`config.mk`:
```
export PLATFORM = sky130hd
export DESIGN_NAME = pcm_dac_sched
export DESIGN_NICKNAME = d
export VERILOG_FILES = /design/src/rtl/pcm_dac_pkg.sv /design/src/rtl/pcm_fifo2.sv /design/src/rtl/pcm_dac_sched.sv
export SDC_FILE = /design/constraint.sdc
export NUM_CORES = 1
export LEC_CHECK = 0
export CORE_MARGIN = 3
export CORE_UTILIZATION = 60
export CTS_CLUSTER_SIZE = 12
export DETAILED_ROUTE_END_ITERATION = 10
export DONT_BUFFER_PORTS = 1
export GPL_TIMING_DRIVEN = 0
export PLACE_DENSITY_LB_ADDON = 0.15
export SETUP_SLACK_MARGIN = 0.3
export SLEW_MARGIN = 20
export SYNTH_ARGS = -nofsm -noshare
export SYNTH_HDL_FRONTEND = slang
export SYNTH_SLANG_ARGS = --single-unit
export TNS_END_PERCENT = 10
```
`constraint.sdc`:
```
create_clock -name clk -period 9.09 [get_ports clk]
set_input_delay 0.4545 -clock clk [delete_from_list [all_inputs] [get_ports clk]]
set_output_delay 0.4545 -clock clk [all_outputs]
set_load 0.1 [all_outputs]
```
`src/rtl/pcm_dac_pkg.sv`:
```
// ============================================================================
// Module   : pcm_dac_pkg
// Brief    : Shared PCM width and gain-state encoding for the DAC feeder path.
// Revision : 1.0
// ============================================================================
`default_nettype none

package pcm_dac_pkg;

    localparam int PCM_W = 20;

    typedef enum logic [1:0] {
        GS_MUTED     = 2'd0,
        GS_RAMP_UP   = 2'd1,
        GS_PLAY      = 2'd2,
        GS_RAMP_DOWN = 2'd3
    } gain_state_t;

    // Counter width that stays at least one bit for a modulus of 1.
    function automatic int cnt_width(input int n);
        return (n > 1) ? $clog2(n) : 1;
    endfunction

endpackage

`default_nettype wire

```
`src/rtl/pcm_fifo2.sv`:
```
// ============================================================================
// Module   : pcm_fifo2
// Brief    : Two-entry FIFO with push/pop and full/empty flags for audio feeders.
// Revision : 1.0
// ============================================================================
`default_nettype none

module pcm_fifo2 #(
    parameter int W = 20
) (
    input  logic         clk,
    input  logic         reset,
    input  logic         push,
    input  logic [W-1:0] push_data,
    input  logic         pop,
    output logic [W-1:0] pop_data,
    output logic         full,
    output logic         empty
);

    logic [W-1:0] mem_q [2];
    logic [W-1:0] mem_d [2];
    logic         wr_ptr_q, wr_ptr_d;
    logic         rd_ptr_q, rd_ptr_d;
    logic [1:0]   count_q, count_d;
    logic         do_push, do_pop;

    assign full     = (count_q == 2'd2);
    assign empty    = (count_q == 2'd0);
    assign pop_data = mem_q[rd_ptr_q];

    // Flags are pre-edge, so a push while full is refused even with a pop.
    assign do_push = push & ~full;
    assign do_pop  = pop & ~empty;

    always_comb begin
        mem_d    = mem_q;
        wr_ptr_d = wr_ptr_q;
        rd_ptr_d = rd_ptr_q;
        count_d  = count_q;
        if (do_push) begin
            mem_d[wr_ptr_q] = push_data;
            wr_ptr_d        = ~wr_ptr_q;
        end
        if (do_pop) begin
            rd_ptr_d = ~rd_ptr_q;
        end
        if (do_push && !do_pop) begin
            count_d = count_q + 2'd1;
        end else if (do_pop && !do_push) begin
            count_d = count_q - 2'd1;
        end
    end

    always_ff @(posedge clk or posedge reset) begin
        if (reset) begin
            mem_q[0] <= '0;
            mem_q[1] <= '0;
            wr_ptr_q <= 1'b0;
            rd_ptr_q <= 1'b0;
            count_q  <= 2'd0;
        end else begin
            mem_q    <= mem_d;
            wr_ptr_q <= wr_ptr_d;
            rd_ptr_q <= rd_ptr_d;
            count_q  <= count_d;
        end
    end

endmodule

`default_nettype wire

```
`src/rtl/pcm_dac_sched.sv`:
```
// ============================================================================
// Module   : pcm_dac_sched
// Brief    : Tick strobe, sample-slot scheduler and mute gain ramp feeding the
//            delta-sigma modulator's clk_ena / pcm_in.
// Revision : 1.0
// ============================================================================
`default_nettype none

module pcm_dac_sched
    import pcm_dac_pkg::*;
#(
    parameter int ENA_DIV = 4,
    parameter int OSR     = 64,
    parameter int RAMP_W  = 8
) (
    input  logic             clk,
    input  logic             reset,
    input  logic             mute,
    input  logic             s_valid,
    output logic             s_ready,
    input  logic [PCM_W-1:0] s_pcm,
    output logic             dac_ena,
    output logic [PCM_W-1:0] dac_pcm,
    output logic             underrun,
    output logic [1:0]       gain_state
);

    localparam int ENA_W  = cnt_width(ENA_DIV);
    localparam int OSR_W  = cnt_width(OSR);
    localparam int G_W    = RAMP_W + 1;
    localparam int PROD_W = PCM_W + RAMP_W + 2;

    localparam logic [ENA_W-1:0] ENA_LAST = ENA_W'(ENA_DIV - 1);
    localparam logic [OSR_W-1:0] OSR_LAST = OSR_W'(OSR - 1);
    localparam logic [G_W-1:0]   G_FULL   = {1'b1, {RAMP_W{1'b0}}};
    localparam logic [G_W-1:0]   G_ONE    = G_W'(1);

    logic [ENA_W-1:0]        ena_cnt_q, ena_cnt_d;
    logic [OSR_W-1:0]        osr_cnt_q, osr_cnt_d;
    logic signed [PCM_W-1:0] cur_q, cur_d;
    logic [G_W-1:0]          g_q, g_d;
    gain_state_t             state_q, state_d;
    logic [PCM_W-1:0]        dac_pcm_q, dac_pcm_d;
    logic                    alive_q, alive_d;

    logic                    tick;
    logic                    slot;
    logic                    fifo_full;
    logic                    fifo_empty;
    logic [PCM_W-1:0]        fifo_data;
    logic signed [PROD_W-1:0] cur_ext, g_ext, prod;

    assign tick       = (ena_cnt_q == ENA_LAST);
    assign slot       = tick & (osr_cnt_q == OSR_LAST);
    assign dac_ena    = tick;
    assign underrun   = slot & fifo_empty;
    // alive_q holds ready low until the first edge after reset release.
    assign s_ready    = alive_q & ~fifo_full;
    assign dac_pcm    = dac_pcm_q;
    assign gain_state = state_q;

    pcm_fifo2 #(
        .W (PCM_W)
    ) u_fifo (
        .clk       (clk),
        .reset     (reset),
        .push      (s_valid & s_ready),
        .push_data (s_pcm),
        .pop       (slot),
        .pop_data  (fifo_data),
        .full      (fifo_full),
        .empty     (fifo_empty)
    );

    always_comb begin
        alive_d   = 1'b1;
        ena_cnt_d = tick ? '0 : ena_cnt_q + ENA_W'(1);
        osr_cnt_d = osr_cnt_q;
        if (tick) begin
            osr_cnt_d = (osr_cnt_q == OSR_LAST) ? '0 : osr_cnt_q + OSR_W'(1);
        end
        cur_d = (slot && !fifo_empty) ? fifo_data : cur_q;

        state_d = state_q;
        g_d     = g_q;
        if (tick) begin
            case (state_q)
                GS_MUTED: begin
                    if (!mute) begin
                        g_d     = G_ONE;
                        state_d = GS_RAMP_UP;
                    end else begin
                        g_d = '0;
                    end
                end
                GS_PLAY: begin
                    if (mute) begin
                        g_d     = G_FULL - G_ONE;
                        state_d = GS_RAMP_DOWN;
                    end else begin
                        g_d = G_FULL;
                    end
                end
                // Both ramp states follow mute directly, so a reversal never jumps g.
                GS_RAMP_UP, GS_RAMP_DOWN: begin
                    if (mute) begin
                        g_d     = g_q - G_ONE;
                        state_d = (g_d == '0) ? GS_MUTED : GS_RAMP_DOWN;
                    end else begin
                        g_d     = g_q + G_ONE;
                        state_d = (g_d == G_FULL) ? GS_PLAY : GS_RAMP_UP;
                    end
                end
                default: begin
                    g_d     = '0;
                    state_d = GS_MUTED;
                end
            endcase
        end

        cur_ext   = PROD_W'(cur_d);
        g_ext     = PROD_W'(g_d);
        prod      = cur_ext * g_ext;
        dac_pcm_d = tick ? PCM_W'(prod >>> RAMP_W) : dac_pcm_q;
    end

    always_ff @(posedge clk or posedge reset) begin
        if (reset) begin
            ena_cnt_q <= '0;
            osr_cnt_q <= '0;
            cur_q     <= '0;
            g_q       <= '0;
            state_q   <= GS_MUTED;
            dac_pcm_q <= '0;
            alive_q   <= 1'b0;
        end else begin
            ena_cnt_q <= ena_cnt_d;
            osr_cnt_q <= osr_cnt_d;
            cur_q     <= cur_d;
            g_q       <= g_d;
            state_q   <= state_d;
            dac_pcm_q <= dac_pcm_d;
            alive_q   <= alive_d;
        end
    end

endmodule

`default_nettype wire

```
* Word level (Yosys, flattened, before mapping) *
Index checks and enable logic that the tools add are counted.

word-level totals
  input port bits = 24
  register bits = 104
  output and inout port bits = 25
  word-level logic and storage cells = 78

operators by class
  multipliers = 1
  equal/unequal tests = 9
  add/subtract/negate cells = 6
  $lt $le $gt $ge = 3
  bitwise logic cells = 12
  multiplexer cells = 22
  reduce and logical (&&, ||, !) cells = 13

operators with widths
  operator               number
  $mux W20               5
  $bwmux W40             1
  $mul A20 B10 Y28       1
  $mux W9                3
  $pmux W9 S3            1
  $demux W20 S1          1
  $mux W2                8
  $add A9 B1 Y9 const B  1
  $eq A9 B9 Y1 const B   1
  $logic_not A9 Y1       1
  $sub A9 B1 Y9 const B  1
  $eq A2 B2 Y1 const B   4
  $add A6 B1 Y6 const B  1
  $and A1 B1 Y1          6
  $eq A6 B6 Y1 const B   1
  $mux W6                1
  $pmux W2 S3            1
  $add A2 B1 Y2 const B  2
  $ge A2 B2 Y1 const B   2
  $logic_and A1 B1 Y1    4
  $logic_not A2 Y1       2
  $ne A2 B2 Y1 const B   2
  $not A1 Y1             4
  $not A1 Y2             2
  other kinds (8)        10

* Depth between registers and ports, before layout *
  depth after elaboration = 9
  mapped depth = 30
  mapped depth without buffers = 28

* Modules after synthesis *
From an unflattened synthesis, not the netlist that was laid out.

second synthesis, totals
  cells, all modules = 1071
  area total of the unflattened synthesis = 10721.5 µm²

modules (own cells, without submodules)
  module         cells an instance  seq. area each (µm²)  times used  area an instance (µm²)
  pcm_dac_sched  946                1501.4                1           8664.6
  pcm_fifo2      125                1101.1                1           2057.0

* Worst setup path before layout *
OpenSTA, ideal clock, no wires.

  kind = register to register
  start = register ena_cnt_q[0]
  end = register dac_pcm_q[19], in the netlist dac_pcm[19]
  buffers on the path = 4
  slack = 1449 ps
  period minus slack after synthesis = 7641 ps
  setup time = 125 ps
  required time = 8965 ps
  cell stages (with the launch flop) = 31
  arrival = 7516 ps
  cells stage by stage = dfrtp_1 -> ha_1 -> buf_2 -> and3_1 -> and3_1 -> buf_4 -> clkbuf_1 -> clkbuf_1 -> nor2_1 -> a21o_1 -> inv_1 -> nand2_1 -> fa_1 -> inv_1 -> fa_1 -> inv_1 -> fa_1 -> inv_1 -> fa_1 -> inv_1 -> fa_1 -> inv_1 -> ha_1 -> a21oi_1 -> o211ai_1 -> a211oi_1 -> nor2b_1 -> a21oi_1 -> a211oi_1 -> xnor3_1 -> mux2_2

on the way
  longest elaborated chain between the ends = 5
  elaborated cells on any way between the ends = 6
  those cells by class = mul: 1; eq/ne: 1; mux: 2; bitwise: 1; reduce/logical: 1

ends and longest elaborated chain
  what                    line                  text
  from (decl)             pcm_dac_sched.sv:38   logic [ENA_W-1:0] ena_cnt_q, ena_cnt_d;
  from (signal assigned)  pcm_dac_sched.sv:137  ena_cnt_q <= ena_cnt_d;
  $eq A2 B2 Y1            pcm_dac_sched.sv:53   assign tick = (ena_cnt_q == ENA_LAST);
  net dac_ena             pcm_dac_sched.sv:22   output logic dac_ena,
  $and A1 B1 Y1           pcm_dac_sched.sv:54   assign slot = tick & (osr_cnt_q == OSR_LAST);
  $logic_and A1 B1 Y1     pcm_dac_sched.sv:82   cur_d = (slot && !fifo_empty) ? fifo_data : cur_q;
  $mux W20                pcm_dac_sched.sv:82
  net cur_d[6]            pcm_dac_sched.sv:40   logic signed [PCM_W-1:0] cur_q, cur_d;
  $mul A20 B10 Y28        pcm_dac_sched.sv:123  prod = cur_ext * g_ext;
  to (signal assigned)    pcm_dac_sched.sv:142  dac_pcm_q <= dac_pcm_d;
  to (decl)               pcm_dac_sched.sv:43   logic [PCM_W-1:0] dac_pcm_q, dac_pcm_d;

The timed path passes the listed nets, and every way through them passes these cells.
A chain may end at the register's enable or synchronous reset.

* Final worst setup path *
  start = register ena_cnt_q[0]
  end = register dac_pcm_q[19], in the netlist dac_pcm[19]

on the way
  elaborated cells on any way between the ends = 6
  those cells by class = mul: 1; eq/ne: 1; mux: 2; bitwise: 1; reduce/logical: 1

RTL lines
  what              line                  text
  $eq A2 B2 Y1      pcm_dac_sched.sv:53
  net dac_ena       pcm_dac_sched.sv:22
  $mux W9           pcm_dac_sched.sv:86   if (tick) begin
  net g_d[1]        pcm_dac_sched.sv:41   logic [G_W-1:0] g_q, g_d;
  $mul A20 B10 Y28  pcm_dac_sched.sv:123

The timed path passes the listed nets, and every way through them passes these cells.

==> summary.txt <==
Max stage delay cell, worst path -> fa_1
final hold vios -> 0
flip-flop and latch count after synthesis -> 104
max incr delay on CP -> 0.55 ns
VDD IR max -> 0.000173 V
Max Freq -> 0.121 GHz
max-slew violation count -> 0
via/cell ratio -> 5.55
largest area contributor in the netlist -> fa_1
DRT Pass-1 Iters -> 5
Top FF cell, synth -> dfrtp_1
drt wl/cell -> 17.2 um
crit path launch -> ena_cnt_q[0]
CTS Buffer Depth -> 2
Final nets -> 1389
top cell type's share of synthesized area -> 0.263
Cell Pwr Density -> 149 mW/mm^2
Cells after Synth -> 1145
crit-path most repeated cell -> fa_1
CP Launch Type -> flip-flop
vias in the first global route -> 7990
Final Skew -> 0.0121 ns
Post-synth EDFFs -> 0
Async SR Flop Fraction -> 1.00
Final GP Congestion -> 0.958
ant diodes -> 0
Site Rows -> 48
layout cells sized above 1 -> 0.0843
Starting Density -> 0.619
final non-filler cell total -> 1388
synth unique cells -> 74
hpwl dp -> 19.5 mm
area growth from synthesis to layout -> 5.99%
Worst Path Required -> 9.33 ns
crit path capture type -> flip-flop
Yosys warnings -> 0
H-tree lvl count -> 3
status -> finished clean
total of max-cap violations -> 0
CP delay by family, top -> adder cells
FF+latch area -> 0.00260 mm^2
initial antenna violation count -> 0
sequential area share after synthesis -> 0.240
CTS Buf Count -> 9
CTS Root Cell -> clkbuf_16
met3 Usage GRT -> 0.0628
CP max FO -> 10
post-layout worst setup margin -> 0.842 ns
HP Class -> primary input to flip-flop
M2 GR Usage -> 0.404
Tmin final -> 8.25 ns
hold path startpoint -> s_pcm[16]
RSZ-0062 raised after global routing -> no
CP bufs+invs -> 7
GR peak layer -> met2
Die ar. -> 0.0197 mm^2
Post-Syn Area -> 0.0108 mm^2
period utilization -> 0.907
clock latency at the later pin of the worst-skew pair -> 0.36 ns
Power Total -> 1710 uW
final WL -> 23.9 mm
first-pass GRT wire length -> 40.8 mm
Post-Syn Nets -> 1376
Multi-input gate area -> 0.00731 mm^2
kind of critical path -> flip-flop to flip-flop
TritonCTS clock tree -> done
boundary pin count -> 49
setup TNS -> 0 ns
WP data arrival -> 8.49 ns
Setup Viol. Count Final -> 0
Clock transition at path regs -> 0.08 ns
fillcell total -> 1418
hold slack final -> 0.245 ns
ranking of synthesized cells by area -> fa_1, dfrtp_1, ha_1
initial DRC count -> 355
Slew headroom -> 0.280
core area -> 0.0175 mm^2
Port Buf Inserts -> 0
GRT Total Usage -> 0.261
Syn Area/Cell -> 9.45 um^2
Inst Count DP -> 1371
M1 GR Usage -> 0.379
DIE HEIGHT -> 140 um
residual DRC count -> 0
Post-Place Setup Slack -> 0.147 ns
via count -> 7704
Antenna Nets Post-Route -> 0
die width -> 140 um
reg2reg start -> ena_cnt_q[0]
Static Leak -> 0.00597 uW
Worst-Margin Slew -> 1.07 ns
CTS Sinks -> 104
GRT overflow -> 0
largest net degree at the start of global routing -> 76
-- per-stage QoR --
stage | instance area (um^2) | utilization
after global routing | 11500 | 0.656
after global placement | 11100 | 0.635
after CTS | 11500 | 0.655
after detailed placement | 11200 | 0.638
after floorplan | 10800 | -
final | 11500 | 0.656
-- synth_stat cells, drive strengths merged (4+ instances only) --
cell type  instances
and2               9
o31ai              5
mux2i             22
ha                65
and3               5
nand2b             4
o22ai              4
nand2            116
clkbuf            34
inv              206
nand4              7
xor2               8
xnor2             26
a21oi             27
nor2b              9
nand3             13
fa               142
nor2             137
a21o              29
a211oi             5
dfrtp            104
mux2              54
buf                7
o21a               7
o21ai             17
nor3              13
a31oi             10
o21bai             4
or3                5
o211ai             4
-- worst register-to-register path, stage by stage, from the launching register on --
cell	delay, ns
dfrtp_1	0.40
ha_4	0.35
buf_2	0.34
clkbuf_1	0.47
nand2_1	0.14
o211ai_1	0.38
clkbuf_2	0.39
clkbuf_1	0.47
nand2_1	0.15
fa_1	0.55
inv_1	0.05
fa_1	0.48
fa_1	0.51
fa_1	0.50
inv_1	0.05
fa_1	0.48
inv_1	0.04
ha_1	0.32
a21oi_1	0.32
o211ai_1	0.22
a211oi_1	0.34
nor2b_1	0.18
a21oi_1	0.18
a211oi_1	0.30
xnor3_1	0.24
mux2_2	0.27
-- per-layer routing --
layer / up-vias / wire [um]
li1: 3674 / -
met1: 3739 / 10600
met2: 261 / 10900
met3: 30 / 2000
met4: 0 / 347
met5: - / 0
-- timing repair --
action | 4_1_cts | 5_1_grt
gates cloned | 0 | 0
hold endpoints to repair | 29 | 0
endpoints found under the setup margin | 4 | 8
setup buffers | 0 | 0
pin swaps | 0 | 0
hold buffers | 1 | 0
gates resized for setup | 1 | 8
-- path summary, 6_finish.rpt --
path / to / slack (ns) / cells after the start
max reg2reg: dac_pcm[19] / 0.84 / 25
min reg2reg: osr_cnt_q[5] / 0.49 / 1
max in group asynchronous: dac_pcm[19] / 7.88 / 3
min: u_fifo.mem_q[36] / 0.25 / 1
max: dac_pcm[19] / 0.84 / 25
min in group asynchronous: u_fifo.mem_q[20] / 0.55 / 2
-- report_power, final --
group | switching, uW | leakage [uW] | total, uW | internal (uW)
clock network | 192 | 0.000142 | 384 | 192
logic | 382 | 0.00451 | 614 | 233
registers | 129 | 0.00132 | 713 | 584
-- cell usage in the layout, fill, tap and decap left out, drive strengths merged, types with 10 or more instances in the layout --
master  netlist  routed
a21o         29      29
a21oi        27      27
a31oi        10      10
clkbuf       34      43
dfrtp       104     104
fa          142     142
ha           65      65
inv         206     208
mux2         54      54
mux2i        22      22
nand2       116     116
nand3        13      13
nor2        137     137
nor3         13      13
o21ai        17      17
xnor2        26      26
-- logic make-up after synthesis --
kind of cell,count (synthesis),synth area share
DFF,104,0.240
buffers and inverters,247,0.0865
muxes,76,0.0777
AOI/OAI and AO/OA,140,0.0905
other,1,0.000346
adders and majority gates,207,0.338
and+or+nand+nor,334,0.135
xor gates and xnor gates,36,0.0317
-- cell type report --
cell class / count / share of cell area
clock inverters: 7 / 0.00567
well taps: 225 / 0.0245
repair buffers: 2 / 0.00327
clock buffers: 9 / 0.0196
flip-flops and latches: 104 / 0.227
plain buffers: 41 / 0.0145
inverters: 206 / 0.0678
multi-input cells: 794 / 0.638
-- registers in the layout, summed over array words and instances, names as in the netlist, named ones only --
register         count
u_fifo.rd_ptr_q      1
osr_cnt_q            6
g_q                  9
gain_state           1
ena_cnt_q            2
u_fifo.mem_q        40
u_fifo.count_q       2
u_fifo.wr_ptr_q      1
alive_q              1
cur_q               20
dac_pcm             20
(Power assumes the default switching activity.)
